File: src/rtl/half_sub_pkg.sv
// rtl/half_sub_pkg.sv - shared helpers and lane truth constants for half_sub
package half_sub_pkg;

  // Width needed to hold a borrow count from 0 up to width inclusive.
  function automatic int calc_cnt_w(input int width);
    return (width < 1) ? 1 : $clog2(width + 1);
  endfunction

  // Single-lane truth tables, bit index is {a, b}.
  localparam logic [3:0] LANE_E_TRUTH   = 4'b0110;
  localparam logic [3:0] LANE_BOR_TRUTH = 4'b0010;

endpackage

File: src/rtl/half_sub_cell.sv
// rtl/half_sub_cell.sv - one-bit combinational half subtractor lane
module half_sub_cell (
  input  logic a,
  input  logic b,
  output logic e,
  output logic bor
);

  // Difference is set when the bits differ; borrow only when subtracting 1 from 0.
  assign e   = a ^ b;
  assign bor = ~a & b;

endmodule

File: src/rtl/half_sub.sv
// rtl/half_sub.sv - registered multi-lane half subtractor with borrow status
module half_sub
  import half_sub_pkg::*;
#(
  parameter int WIDTH = 1,
  parameter int CNT_W = calc_cnt_w(WIDTH)
) (
  input  logic             clk,
  input  logic             rst,
  input  logic             in_valid,
  input  logic [WIDTH-1:0] a,
  input  logic [WIDTH-1:0] b,
  input  logic             clr_sticky,
  output logic             out_valid,
  output logic [WIDTH-1:0] e,
  output logic [WIDTH-1:0] bor,
  output logic             bor_any,
  output logic [CNT_W-1:0] bor_count,
  output logic             bor_sticky
);

  logic [WIDTH-1:0] e_next;
  logic [WIDTH-1:0] bor_next;
  logic [CNT_W-1:0] cnt_next;

  // Lanes are fully independent; no borrow chains between them.
  for (genvar i = 0; i < WIDTH; i++) begin : g_lane
    half_sub_cell u_cell (
      .a   (a[i]),
      .b   (b[i]),
      .e   (e_next[i]),
      .bor (bor_next[i])
    );
  end

  // Popcount of the incoming borrows so the registered count matches the registered bor.
  always_comb begin
    cnt_next = '0;
    for (int i = 0; i < WIDTH; i++) begin
      cnt_next = cnt_next + CNT_W'(bor_next[i]);
    end
  end

  // Result registers: capture on in_valid, otherwise hold data and drop out_valid.
  always_ff @(posedge clk or posedge rst) begin
    if (rst) begin
      out_valid <= 1'b0;
      e         <= '0;
      bor       <= '0;
      bor_any   <= 1'b0;
      bor_count <= '0;
    end else begin
      out_valid <= in_valid;
      if (in_valid) begin
        e         <= e_next;
        bor       <= bor_next;
        bor_any   <= |bor_next;
        bor_count <= cnt_next;
      end
    end
  end

  // Sticky borrow: a new borrow outranks a simultaneous clear.
  always_ff @(posedge clk or posedge rst) begin
    if (rst) begin
      bor_sticky <= 1'b0;
    end else if (in_valid && (|bor_next)) begin
      bor_sticky <= 1'b1;
    end else if (clr_sticky) begin
      bor_sticky <= 1'b0;
    end
  end

endmodule

File: config.mk
export PLATFORM = sky130hd
export DESIGN_NAME = half_sub
export DESIGN_NICKNAME = d
export VERILOG_FILES = /design/src/rtl/half_sub_pkg.sv /design/src/rtl/half_sub_cell.sv /design/src/rtl/half_sub.sv
export SDC_FILE = /design/constraint.sdc
export NUM_CORES = 1
export LEC_CHECK = 0
export CAP_MARGIN = 20
export CORE_AREA = 8 8 45 47
export CTS_CLUSTER_DIAMETER = 50
export CTS_CLUSTER_SIZE = 40
export DETAILED_ROUTE_END_ITERATION = 7
export DIE_AREA = 0 0 53 55
export REMOVE_ABC_BUFFERS = 1
export SETUP_SLACK_MARGIN = 0.15
export SLEW_MARGIN = 25
export SYNTH_ARGS = -nofsm -noshare
export SYNTH_HDL_FRONTEND = slang
export SYNTH_SLANG_ARGS = --single-unit
File: constraint.sdc
create_clock -name clk -period 1 [get_ports clk]
set_input_delay 0.3 -clock clk [delete_from_list [all_inputs] [get_ports clk]]
set_output_delay 0.3 -clock clk [all_outputs]
set_load 0.02 [all_outputs]
# Word-level counts from Yosys, hierarchy flattened
# Cells that the tools add are included.
classes:
  bitwise: 3
  muxes: 2
  reduce_logical: 2
ops:
  columns: ["op", "count"]
  rows:
  - ["1-bit 2-to-1 mux", 2]
  - ["2-bit nonzero test", 1]
  - ["1-bit AND", 1]
  - ["1-bit logical AND", 1]
  - ["1-bit inverter", 1]
  - ["1-bit bitwise XOR", 1]
word_totals:
  input_bits: 6
  word_cells: 11
  reg_bits: 4
  output_inout_bits: 6

# Longest topological paths before layout
logic_depth:
  depth_word: 4
  ltp_mapped: 4
  depth_no_buf: 4

# Hierarchy
# From an unflattened synthesis, not the netlist that was laid out.
hier_totals:
  hier_cells: 16
  area_unflattened_um2: 175.2
modules_own_cells:
  columns: ["module", "area_each_um2", "seq_area_each_um2", "n_inst", "cells_each"]
  rows:
  - ["half_sub", 155.1, 100.1, 1, 13]
  - ["half_sub_cell", 20.0, 0.0, 1, 3]

# Worst setup path after synthesis
# OpenSTA, ideal clock, no wires.
synth_path:
  kind: "register to output"
  from: "register bor_count (netlist name)"
  to: "output bor_any"
  path_buffers: 1
  required_ns: 0.700
  t_arrival_ns: 0.643
  path_slack_ns: 0.057
  path_stages_with_launch: 2
  cell_sequence: "dfrtp_1 buf_4"
synth_rtl:
  columns: ["item", "line_no", "rtl"]
  rows:
  - ["end, declared", "half_sub.sv:17", "output logic bor_any,"]

==> flow_summary.ini <==
[worst_setup_path]
critPathMaxStageDelay_ns = 0.39
endpoint = bor
reg2reg_depth = 4
r2r_slack_ns = 0.15
crit_chain = buf_2
r2r-start = e$_DFFE_PP0P_
worstPathRequired_ns = 0.70
worstPathArrival_ns = 0.79
path_max_fanout = 4
path_buf_inv = 1
startpoint = bor_count$_DFFE_PP0P_
cp-end-kind = primary output
slowest_stage = dfrtp_1
crit_cells = 1
startpoint_type = flip-flop
crit_type = reg2out
cp_top_family = flip-flops
regToRegEndpoint = e$_DFFE_PP0P_

[layout]
drive_gt1_frac = 0.406
syn_to_final_growth_pct = 91.2
layout.cells.non_filler = 48
n_antenna_cell = 0
final_nets = 41

[sta]
fin_ws_ns = -0.0873
final-setup-viol-count = 6
final_hold_viol_count = 0
setup_tns_ns = -0.372
period_share = 1.09
fin_crit_ns = 1.09
slew_viol_final = 0
fmax_mhz = 920
rsz0062_at_grt = true
fin_skew_ns = 0
tightest_slew_ns = 0.147
slew_headroom = 0.901

[logic_synthesis]
synth_seq_cells = 4
synth_seq_area_share = 0.588
synth_top_area_cell = dfrtp_1
ys_warn_count = 0
postSynthAreaPerCell_sq_um = 10.6
yosysMostFrequentCell = inv_1
ys_top_cells_by_area = dfrtp_1 (59%), inv_1 (11%), buf_4 (8.8%), ha_1 (7.4%), mux2i_1 (5.9%)
synth_area_sq_um = 170
synth_flop_cell = dfrtp_1
synth_top_cells_by_count = inv_1 (5), dfrtp_1 (4), buf_4 (2), o21ai_0 (2)
synth_cell_types = 7
synth-edff-count = 0
synth_cells = 16
async_flop_share = 1.00
synth_top_cell_area_share = 0.588

[power_and_ir_drop]
pwr-share-comb = 0.252
p_leak_uw = 0.000179
p_sw_frac = 0.249
seqPwrFrac = 0.368
p_int_uw = 383
p_clk_frac = 0.380
fin_total_pwr_uw = 510
p_switching_uw = 127
power_density_mw_per_mm2 = 1570
peakVddDrop_mv = 0.254

[clocking]
path_clk_slew_ns = 0.03
holdBufCountCts = 0
cts_root_buffer = clkbuf_4
cts_sinks = 4
ctsHtreeMaxLevel = 1
cts_buffers = 3
clkLatencyLatePin_ns = 0.23
cts_tree = yes
cts_buffer_depth = 2

[drt]
firstDrtPassIters = 2
viasPerCell = 3.42
drtIter0Drc = 1
drtAntennaViolNets = 0
dr_total_vias = 164
wl_um = 458
routedWlPerCell_um = 9.54
drc = 0

[place]
place.gp.congestion = 0.632
numPortBuffers = 11
dp.cells = 42
pre_cts_ws_ns = -0.291

[floorplan]
pin_count = 12
die_x_um = 53
initial_utilization = 0.123
fp.dieH_um = 55
core_sq_mm = 0.00138
rows = 14
die_area_sq_mm = 0.00292

[run_status]
violations = negative setup slack
status = finished with violations

[global_routing]
overflow = 0
grt_max_degree = 5
antenna_found_initial = 0
grt_pass1_wl_um = 676
grt_pass1_vias = 171
track_usage = 0.0405

[hold_path]
hp-class = in2async

[flow_run]
maxCapViolations = 0
[per-layer routing]
layer	GRT usage	share of wire	vias up
li1	-	-	78
met1	0.0305	0.42	68
met2	0.0449	0.36	14
met3	0.0107	0.10	4
met4	0.116	0.11	0
met5	0	0	-
[flip-flops by register name (all words and copies together) (netlist names)]
signal and count:
bor_count 1, bor_sticky 1, e 1, out_valid 1
[cell type report]
type,instances,area (sq um)
inverter,5,18.8
timing repair buffer,15,128
fill,153,1060
clock buffer,3,22.5
sequential,4,100
multi-input combinational,5,36.3
tap,16,20.0
[worst min-delay path by stage]
stage	end	slack, ns
2_1_floorplan	bor_count$_DFFE_PP0P_	0.07
3_3_place_gp	out_valid$_DFF_PP0_	0.49
3_5_place_dp	e$_DFFE_PP0P_	0.50
4_1_cts	bor_count$_DFFE_PP0P_	0.25
5_1_grt	e$_DFFE_PP0P_	0.26
6_report	bor_count$_DFFE_PP0P_	0.26
[power groups by stage]
stage | logic [uW] | clock network, uW | registers [uW]
global route | 139 | 237 | 188
finish | 129 | 194 | 188
CTS | 117 | 206 | 188
floorplan | 16.7 | 0 | 214
global placement | 120 | 0 | 187
detailed placement | 120 | 0 | 188
[repair_timing]
action,in CTS,in global routing
setup endpoints to repair,9,6
buffers inserted,1,2
resized for setup,34,0
pin swaps,1,0
[per-stage QoR]
step                hold slack (ns)  cell area (sq um)  utilization
floorplan                    0.0661                155            -
CTS                           0.253                310        0.224
detailed placement            0.500                293        0.212
finish                        0.256                325        0.235
global route                  0.260                325        0.235
global placement              0.494                293        0.212
[placed cells by master, fill, tap and decap left out]
cell	instances
mux2i_1	1
buf_2	2
o21ai_0	2
buf_4	5
dlygate4sd2_1	3
nand2_1	1
clkdlybuf4s50_1	2
clkbuf_4	3
inv_1	5
ha_1	1
dfrtp_1	4
buf_6	3
[cell families after synthesis]
family / count (synthesis) / synth area share
buf+inv: 7 / 0.199
flops: 4 / 0.588
compound gates: 2 / 0.0588
mux: 1 / 0.0588
fa+ha+maj: 1 / 0.0735
simple gates: 1 / 0.0220
Note: power is estimated with default switching activity, not from simulation.
